`src/rtl/hv_wdg_reg_scan_if.sv`:
```
// Read port between the background register scanner (master) and the register access arbiter (slave).
// The master holds rd_req/addr until a single-cycle ack, which carries data and stored CRC in the same cycle.
interface hv_wdg_reg_scan_if #(
    parameter int AW = 7,
    parameter int DW = 8,
    parameter int CW = 8
) ();
    logic          wdg_scan_rac_rd_req;
    logic [AW-1:0] wdg_scan_rac_addr;
    logic          rac_wdg_scan_ack;
    logic [DW-1:0] rac_wdg_scan_data;
    logic [CW-1:0] rac_wdg_scan_crc;

    modport master (
        output wdg_scan_rac_rd_req,
        output wdg_scan_rac_addr,
        input  rac_wdg_scan_ack,
        input  rac_wdg_scan_data,
        input  rac_wdg_scan_crc
    );

    modport slave (
        input  wdg_scan_rac_rd_req,
        input  wdg_scan_rac_addr,
        output rac_wdg_scan_ack,
        output rac_wdg_scan_data,
        output rac_wdg_scan_crc
    );
endinterface

```
`src/rtl/hv_wdg_reg_scan.sv`:
```
// Background register CRC scanner; the optional saturating error counter is enabled by WDG_SCAN_ERR_CNT_EN.
// Latency: req at t, ack at t+2 gives req low at t+3, crc_err/done at t+4, next req at t+4+SCAN_GAP.
// Backpressure: the request is held until ack or ACK_TO req-high cycles; acks outside REQ are ignored.
module hv_wdg_reg_scan #(
    parameter int                REG_AW          = 7,
    parameter int                REG_DW          = 8,
    parameter int                REG_CRC_W       = 8,
    parameter logic [REG_AW-1:0] SCAN_START_ADDR = 7'h00,
    parameter logic [REG_AW-1:0] SCAN_END_ADDR   = 7'h3F,
    parameter int                SCAN_GAP        = 16,
    parameter int                ACK_TO          = 15
) (
    input  logic                  i_clk,
    input  logic                  i_rst_n,
    input  logic                  i_scan_en,
    hv_wdg_reg_scan_if.master     rac,
    output logic                  o_scan_busy,
    output logic                  o_scan_crc_err,
    output logic                  o_scan_timeout,
    output logic [REG_AW-1:0]     o_scan_err_addr,
    output logic                  o_scan_done,
    input  logic                  i_scan_err_clr,
    output logic [7:0]            o_scan_err_cnt
);

    typedef enum logic [1:0] {
        ST_IDLE  = 2'd0,
        ST_REQ   = 2'd1,
        ST_CHECK = 2'd2,
        ST_GAP   = 2'd3
    } state_t;

    localparam int                   TO_W     = $clog2(ACK_TO + 1);
    localparam logic [TO_W-1:0]      TO_LAST  = TO_W'(ACK_TO - 1);
    localparam int                   GAP_W    = $clog2(SCAN_GAP + 2);
    localparam logic [GAP_W-1:0]     GAP_LAST = (SCAN_GAP > 0) ? GAP_W'(SCAN_GAP - 1) : '0;
    localparam logic [REG_CRC_W-1:0] CRC_POLY = REG_CRC_W'(8'h07);

    // CRC-8, poly 0x07, init 0, MSB first, no reflection, no final xor.
    function automatic logic [REG_CRC_W-1:0] crc_calc(input logic [REG_DW-1:0] d);
        logic [REG_CRC_W-1:0] c;
        c = '0;
        for (int i = REG_DW - 1; i >= 0; i--) begin
            if (c[REG_CRC_W-1] ^ d[i]) begin
                c = {c[REG_CRC_W-2:0], 1'b0} ^ CRC_POLY;
            end else begin
                c = {c[REG_CRC_W-2:0], 1'b0};
            end
        end
        return c;
    endfunction

    state_t                 state_q;
    state_t                 state_d;
    state_t                 post_txn;
    logic                   req_q;
    logic [REG_AW-1:0]      addr_q;
    logic [TO_W-1:0]        to_cnt_q;
    logic [GAP_W-1:0]       gap_cnt_q;
    logic [REG_DW-1:0]      cap_data_q;
    logic [REG_CRC_W-1:0]   cap_crc_q;
    logic                   crc_err_q;
    logic                   timeout_q;
    logic                   done_q;
    logic [REG_AW-1:0]      err_addr_q;

    logic                   busy;
    logic                   ack_take;
    logic                   to_evt;
    logic                   crc_bad;
    logic                   advance;
    logic                   at_end;
    logic                   to_hit;
    logic                   gap_hit;

    assign to_hit  = (to_cnt_q == TO_LAST);
    assign gap_hit = (gap_cnt_q == GAP_LAST);
    assign at_end  = (addr_q == SCAN_END_ADDR);

    // ---------------- state register ----------------
    always_ff @(posedge i_clk or negedge i_rst_n) begin
        if (!i_rst_n) begin
            state_q <= ST_IDLE;
        end else begin
            state_q <= state_d;
        end
    end

    // ---------------- next state ----------------
    always_comb begin
        post_txn = ST_GAP;
        if (SCAN_GAP == 0) begin
            post_txn = i_scan_en ? ST_REQ : ST_IDLE;
        end
        state_d = state_q;
        case (state_q)
            ST_IDLE:  if (i_scan_en) state_d = ST_REQ;
            ST_REQ: begin
                if (rac.rac_wdg_scan_ack) begin
                    state_d = ST_CHECK;
                end else if (to_hit) begin
                    state_d = post_txn;
                end
            end
            ST_CHECK: state_d = post_txn;
            ST_GAP:   if (gap_hit) state_d = i_scan_en ? ST_REQ : ST_IDLE;
            default:  state_d = ST_IDLE;
        endcase
    end

    // ---------------- output decode ----------------
    always_comb begin
        busy     = (state_q != ST_IDLE);
        ack_take = (state_q == ST_REQ) && rac.rac_wdg_scan_ack;
        to_evt   = (state_q == ST_REQ) && !rac.rac_wdg_scan_ack && to_hit;
        crc_bad  = (state_q == ST_CHECK) && (crc_calc(cap_data_q) != cap_crc_q);
        advance  = to_evt || (state_q == ST_CHECK);
    end

    // Timers only run in their own state and restart from zero on every entry.
    always_ff @(posedge i_clk or negedge i_rst_n) begin
        if (!i_rst_n) begin
            to_cnt_q  <= '0;
            gap_cnt_q <= '0;
        end else begin
            to_cnt_q  <= (state_q == ST_REQ) ? to_cnt_q + TO_W'(1)   : '0;
            gap_cnt_q <= (state_q == ST_GAP) ? gap_cnt_q + GAP_W'(1) : '0;
        end
    end

    always_ff @(posedge i_clk or negedge i_rst_n) begin
        if (!i_rst_n) begin
            req_q      <= 1'b0;
            addr_q     <= SCAN_START_ADDR;
            cap_data_q <= '0;
            cap_crc_q  <= '0;
            crc_err_q  <= 1'b0;
            timeout_q  <= 1'b0;
            done_q     <= 1'b0;
            err_addr_q <= '0;
        end else begin
            req_q     <= (state_d == ST_REQ);
            crc_err_q <= crc_bad;
            timeout_q <= to_evt;
            done_q    <= advance && at_end;
            if (ack_take) begin
                cap_data_q <= rac.rac_wdg_scan_data;
                cap_crc_q  <= rac.rac_wdg_scan_crc;
            end
            if (crc_bad || to_evt) begin
                err_addr_q <= addr_q;
            end
            // Inclusive window: wrap on the end address, so addr+1 never overflows.
            if (advance) begin
                addr_q <= at_end ? SCAN_START_ADDR : addr_q + 1'b1;
            end
        end
    end

`ifdef WDG_SCAN_ERR_CNT_EN
    logic [7:0] err_cnt_q;

    // Counts the visible pulses; a clear in the same cycle as a pulse wins.
    always_ff @(posedge i_clk or negedge i_rst_n) begin
        if (!i_rst_n) begin
            err_cnt_q <= 8'h00;
        end else if (i_scan_err_clr) begin
            err_cnt_q <= 8'h00;
        end else if ((crc_err_q || timeout_q) && (err_cnt_q != 8'hFF)) begin
            err_cnt_q <= err_cnt_q + 8'h01;
        end
    end

    assign o_scan_err_cnt = err_cnt_q;
`else
    logic unused_err_clr;
    assign unused_err_clr = i_scan_err_clr;
    assign o_scan_err_cnt = 8'h00;
`endif

    assign rac.wdg_scan_rac_rd_req = req_q;
    assign rac.wdg_scan_rac_addr   = addr_q;
    assign o_scan_busy             = busy;
    assign o_scan_crc_err          = crc_err_q;
    assign o_scan_timeout          = timeout_q;
    assign o_scan_err_addr         = err_addr_q;
    assign o_scan_done             = done_q;

endmodule

```
`src/flat_wrapper.sv`:
```
// flat-port wrapper written by rule: the top's interface ports become plain ports
module hv_wdg_reg_scan_flat 
#(
    parameter int                REG_AW          = 7,
    parameter int                REG_DW          = 8,
    parameter int                REG_CRC_W       = 8,
    parameter logic [REG_AW-1:0] SCAN_START_ADDR = 7'h00,
    parameter logic [REG_AW-1:0] SCAN_END_ADDR   = 7'h3F,
    parameter int                SCAN_GAP        = 16,
    parameter int                ACK_TO          = 15
)
  (i_clk, i_rst_n, i_scan_en, o_scan_busy, o_scan_crc_err, o_scan_timeout, o_scan_err_addr, o_scan_done, i_scan_err_clr, o_scan_err_cnt, rac_wdg_scan_rac_rd_req, rac_wdg_scan_rac_addr, rac_rac_wdg_scan_ack, rac_rac_wdg_scan_data, rac_rac_wdg_scan_crc);
  hv_wdg_reg_scan_if #(.AW(7), .DW(8), .CW(8)) rac_i ();
  input  logic i_clk;
  input  logic i_rst_n;
  input  logic i_scan_en;
  output logic o_scan_busy;
  output logic o_scan_crc_err;
  output logic o_scan_timeout;
  output logic [REG_AW-1:0] o_scan_err_addr;
  output logic o_scan_done;
  input  logic i_scan_err_clr;
  output logic [7:0] o_scan_err_cnt;
  output wire logic [$bits(rac_i.wdg_scan_rac_rd_req)-1:0] rac_wdg_scan_rac_rd_req;
  output wire logic [$bits(rac_i.wdg_scan_rac_addr)-1:0] rac_wdg_scan_rac_addr;
  input wire logic [$bits(rac_i.rac_wdg_scan_ack)-1:0] rac_rac_wdg_scan_ack;
  input wire logic [$bits(rac_i.rac_wdg_scan_data)-1:0] rac_rac_wdg_scan_data;
  input wire logic [$bits(rac_i.rac_wdg_scan_crc)-1:0] rac_rac_wdg_scan_crc;
  assign rac_wdg_scan_rac_rd_req = rac_i.wdg_scan_rac_rd_req;
  assign rac_wdg_scan_rac_addr = rac_i.wdg_scan_rac_addr;
  assign rac_i.rac_wdg_scan_ack = rac_rac_wdg_scan_ack;
  assign rac_i.rac_wdg_scan_data = rac_rac_wdg_scan_data;
  assign rac_i.rac_wdg_scan_crc = rac_rac_wdg_scan_crc;
  hv_wdg_reg_scan #(.REG_AW(REG_AW), .REG_DW(REG_DW), .REG_CRC_W(REG_CRC_W), .SCAN_START_ADDR(SCAN_START_ADDR), .SCAN_END_ADDR(SCAN_END_ADDR), .SCAN_GAP(SCAN_GAP), .ACK_TO(ACK_TO)) u_core (.i_clk(i_clk), .i_rst_n(i_rst_n), .i_scan_en(i_scan_en), .rac(rac_i), .o_scan_busy(o_scan_busy), .o_scan_crc_err(o_scan_crc_err), .o_scan_timeout(o_scan_timeout), .o_scan_err_addr(o_scan_err_addr), .o_scan_done(o_scan_done), .i_scan_err_clr(i_scan_err_clr), .o_scan_err_cnt(o_scan_err_cnt));
endmodule
```
`config.mk`:
```
export PLATFORM = sky130hd
export DESIGN_NAME = hv_wdg_reg_scan_flat
export DESIGN_NICKNAME = d
export VERILOG_FILES = /design/src/rtl/hv_wdg_reg_scan_if.sv /design/src/rtl/hv_wdg_reg_scan.sv /design/src/flat_wrapper.sv
export SDC_FILE = /design/constraint.sdc
export NUM_CORES = 1
export LEC_CHECK = 0
export BUFFER_PORTS_ARGS = -buffer_cell sky130_fd_sc_hd__buf_2
export CAP_MARGIN = 40
export CORE_MARGIN = 1
export CORE_UTILIZATION = 50
export CTS_BUF_LIST = sky130_fd_sc_hd__clkbuf_8
export DETAILED_ROUTE_END_ITERATION = 8
export HOLD_SLACK_MARGIN = 0.02
export PLACE_DENSITY = 0.76
export SYNTH_ARGS = -nofsm -noshare
export SYNTH_HDL_FRONTEND = slang
export SYNTH_SLANG_ARGS = --single-unit
```
`constraint.sdc`:
```
create_clock -name i_clk -period 2 [get_ports i_clk]
set_input_delay 0.3 -clock i_clk [delete_from_list [all_inputs] [get_ports i_clk]]
set_output_delay 0.3 -clock i_clk [all_outputs]
set_load 0.02 [all_outputs]
```
==> summary.md <==
| Metric | Value |
|---|---|
| Status | finished with violations |
| Failing checks | design-rule violations |
| Min Tclk post-route | 1.92 ns |
| Arrival @ worst endpoint | 2.12 ns |
| Area growth from synthesis to layout | 18.5% |
| Routed len/inst | 14.3 um |
| Nets | 295 |
| Fmax | 521 MHz |
| Cell variety after synth | 44 |
| Leading area contributor after synthesis | dfrtp_1 |
| CP startpoint kind | flip-flop |
| DRC Markers | 4 |
| Final-report setup violation count | 0 |
| RR Startpoint | u_core.cap_crc_q[5] |
| Skew final | 0.00668 ns |
| Slew headroom | 66.3% |
| Htree depth | 2 |
| CP Class | flip-flop to flip-flop |
| Critical Path End | u_core.o_scan_err_addr[6] |
| Mapped Avg Cell Area | 11.1 um2 |
| Initial antenna violation count | 0 |
| Worst skew pair latency | 0.29 ns |
| Flops & latches, synth | 45 |
| Final GP Congestion | 0.755 |
| Number of max-cap violations | 0 |
| Sequential Power Share | 33.3% |
| Iteration-0 DRC count of the detailed router | 193 |
| Top cell type's share of synthesized area | 46.8% |
| Slew @ Worst Pin | 0.506 ns |
| Max VDD drop | 0.897 mV |
| Hold Vio Cnt, Final | 0 |
| CP max-delay cell | mux4_2 |
| Vias in the first global route | 1670 |
| Req. time, crit path | 2.20 ns |
| Via/cell ratio | 5.60 |
| Pre-CTS setup slack | -0.180 ns |
| Ant diodes | 0 |
| Register area share after synthesis | 46.8% |
| Critical path buffers and inverters | 0 |
| Initial Utilization | 53.8% |
| Ports | 48 |
| Leak Pwr | 1.37 nW |
| Top post-synthesis cells by area | dfrtp_1, mux2_2, xnor2_1 |
| CTS root buf | clkbuf_8 |
| Ys Warns | 0 |
| Die height | 71.4 um |
| Port Buf Inserts | 38 |
| Worst hold path type | input port to flip-flop |
| Core Box Area | 4470 um2 |
| CTS clock-pin slew for the worst setup and hold paths | 0.08 ns |
| R2r endpoint | u_core.o_scan_err_addr[6] |
| Largest net degree at the start of global routing | 24 |
| Overall Power | 4.69 mW |
| First-pass GRT wire length | 7.59 mm |
| Via count | 1802 |
| Final WL | 4.62 mm |
| Clock share of power | 11.3% |
| Post-DRT Antenna Nets | 0 |
| FF-to-FF path depth | 4 |
| Mapped Cells | 217 |
| R2R setup slack | 0.08 ns |
| Chain of cells forming the critical path | a21o_2, mux4_2, or3_4, o211ai_1 |
| Switching pwr | 1.98 mW |
| Drt first pass iters | 6 |
| CP Max Fanout | 8 |
| Int Power | 2.71 mW |
| Setup ws final | 0.0818 ns |
| PwrDens | 1650 nW/um2 |
| Die area | 5090 um2 |
| CP Capture Type | flip-flop |
| CP top delay family | multiplexers |
| Fin crit share | 95.9% |
| Sw Ratio | 42.2% |
| Share of cells above drive strength 1 | 35.2% |
| WP depth | 4 |
| TritonCTS Buffers | 5 |
| Largest stage delay on the critical path | 0.48 ns |
| Slew Limit Fails | 0 |
| Die X | 71.4 um |
| TritonCTS clock tree | yes |
| Cell area after synthesis | 2410 um2 |
| Longest Clk Path Bufs | 2 |
| Total GRT Usage | 18.9% |
| Clock sinks | 45 |
| Num rows | 24 |
| Hpwl dp | 3.33 mm |
| Worst hold margin | 0.239 ns |
| Comb pwr share | 55.4% |
| Crit. Startpoint | u_core.cap_crc_q[5] |
| Setup tns final | 0 ns |
| Grt total ovfl | 0 |
kinds of logic (layout without fill, tap and decap cells):
group | after synthesis | count (layout) | share of synthesized area (%)
AND/OR/NAND/NOR | 62 | 62 | 13.6
adder cells (fa/ha/maj) | 5 | 5 | 2.60
XOR/XNOR | 20 | 20 | 7.90
AO/OA/AOI/OAI | 39 | 39 | 12.3
buffers and inverters | 22 | 68 | 5.46
other | 1 | 8 | 0.156
flip-flops | 45 | 45 | 46.8
multiplexers | 23 | 23 | 11.2
cell usage in the layout, fill, tap and decap left out, drive strengths merged, types with 2 or more instances in the layout:
cell,n
xnor2,14
mux2,18
a31oi,2
nor2,14
a21oi,2
nor2b,2
o31ai,8
mux2i,4
xor2,5
a21o,3
clkbuf,5
and2,7
clkinv,2
and3,10
nand3,9
ha,5
nand2b,2
nor3,2
o21ai,5
dfrtp,45
nand2,10
conb,8
nand4,2
a221oi,7
inv,8
o211ai,7
buf,52
registers in the layout (all words and copies together) (netlist names):
signal	flops
u_core.o_scan_err_addr	7
u_core.cap_crc_q	8
u_core.rac.wdg_scan_rac_addr	7
u_core.to_cnt_q	4
u_core.gap_cnt_q	5
u_core.o_scan_crc_err	1
u_core.o_scan_done	1
u_core.cap_data_q	8
u_core.rac.wdg_scan_rac_rd_req	1
u_core.state_q	2
u_core.o_scan_timeout	1
how the worst min path moves through the flow:
| stage | slack (ns) | cells after the start | startpoint | end |
|---|---|---|---|---|
| 2_1_floorplan | 0.004 | 0 | i_rst_n | u_core.cap_crc_q[0] |
| 3_3_place_gp | 0.30 | 1 | i_rst_n | u_core.o_scan_done |
| 3_5_place_dp | 0.30 | 1 | i_rst_n | u_core.o_scan_done |
| 4_1_cts | 0.23 | 2 | rac_rac_wdg_scan_crc[1] | u_core.cap_crc_q[1] |
| 5_1_grt | 0.23 | 2 | rac_rac_wdg_scan_crc[4] | u_core.cap_crc_q[4] |
| 6_report | 0.24 | 2 | rac_rac_wdg_scan_crc[5] | u_core.cap_crc_q[5] |
metal layers:
| metal | wire length, um | vias to the layer above | GRT usage, % |
|---|---|---|---|
| met1 | 2160 | 875 | 25.8 |
| li1 | - | 874 | - |
| met3 | 218 | 2 | 4.22 |
| met4 | 25 | 0 | 6.44 |
| met2 | 2210 | 51 | 29.9 |
| met5 | 0 | - | 0 |
what timing repair did:
action / 4_1_cts / 5_1_grt
resized for setup: 2 / 10
setup endpoints to repair: 8 / 7
hold buffers: 1 / 0
pin swaps: 0 / 0
setup buffers: 0 / 1
hold endpoints to repair: 21 / 0
power groups by stage:
stage,Sequential (mW),Combinational (mW),Clock [mW]
after floorplan,1.61,1.62,0
after global placement,1.55,2.30,0
after detailed placement,1.56,2.35,0
after CTS,1.54,2.40,0.552
after global routing,1.60,2.81,0.589
final,1.56,2.60,0.529
metrics by stage:
stage                     utilization, %  instances  instance area [um2]
after floorplan                        -        224                 2430
after global placement              59.9        312                 2680
after detailed placement            59.9        312                 2680
after CTS                           62.2        321                 2780
after global routing                63.7        322                 2850
final                               63.7        322                 2850
cells in the mapped netlist, drive strengths merged:
| cell | n |
|---|---|
| and2 | 7 |
| a41o | 1 |
| o31a | 1 |
| o2111ai | 1 |
| or4b | 1 |
| o21a | 1 |
| dfrtp | 45 |
| mux2i | 4 |
| nor3 | 2 |
| nand2 | 10 |
| nor2 | 14 |
| nand4 | 2 |
| mux2 | 18 |
| xnor2 | 14 |
| nand3 | 9 |
| mux4 | 1 |
| and3 | 10 |
| buf | 13 |
| nor2b | 2 |
| o31ai | 8 |
| inv | 7 |
| xor3 | 1 |
| a21o | 3 |
| or3 | 1 |
| o21ai | 5 |
| or2 | 1 |
| xor2 | 5 |
| o32a | 1 |
| a221oi | 7 |
| nand2b | 2 |
| conb | 1 |
| o211ai | 7 |
| ha | 5 |
| clkbuf | 2 |
| a21oi | 2 |
| nand3b | 1 |
| a31oi | 2 |
area by class of cell:
class	instances	area, um2
multi-input cells	157	1240
inverters	7	26.3
repair buffers	53	309
well taps	52	65.1
fillers	356	1620
clock inverters	3	13.8
clock buffers	5	68.8
flip-flops and latches	45	1130
Note: power is estimated with default switching activity, not from simulation.
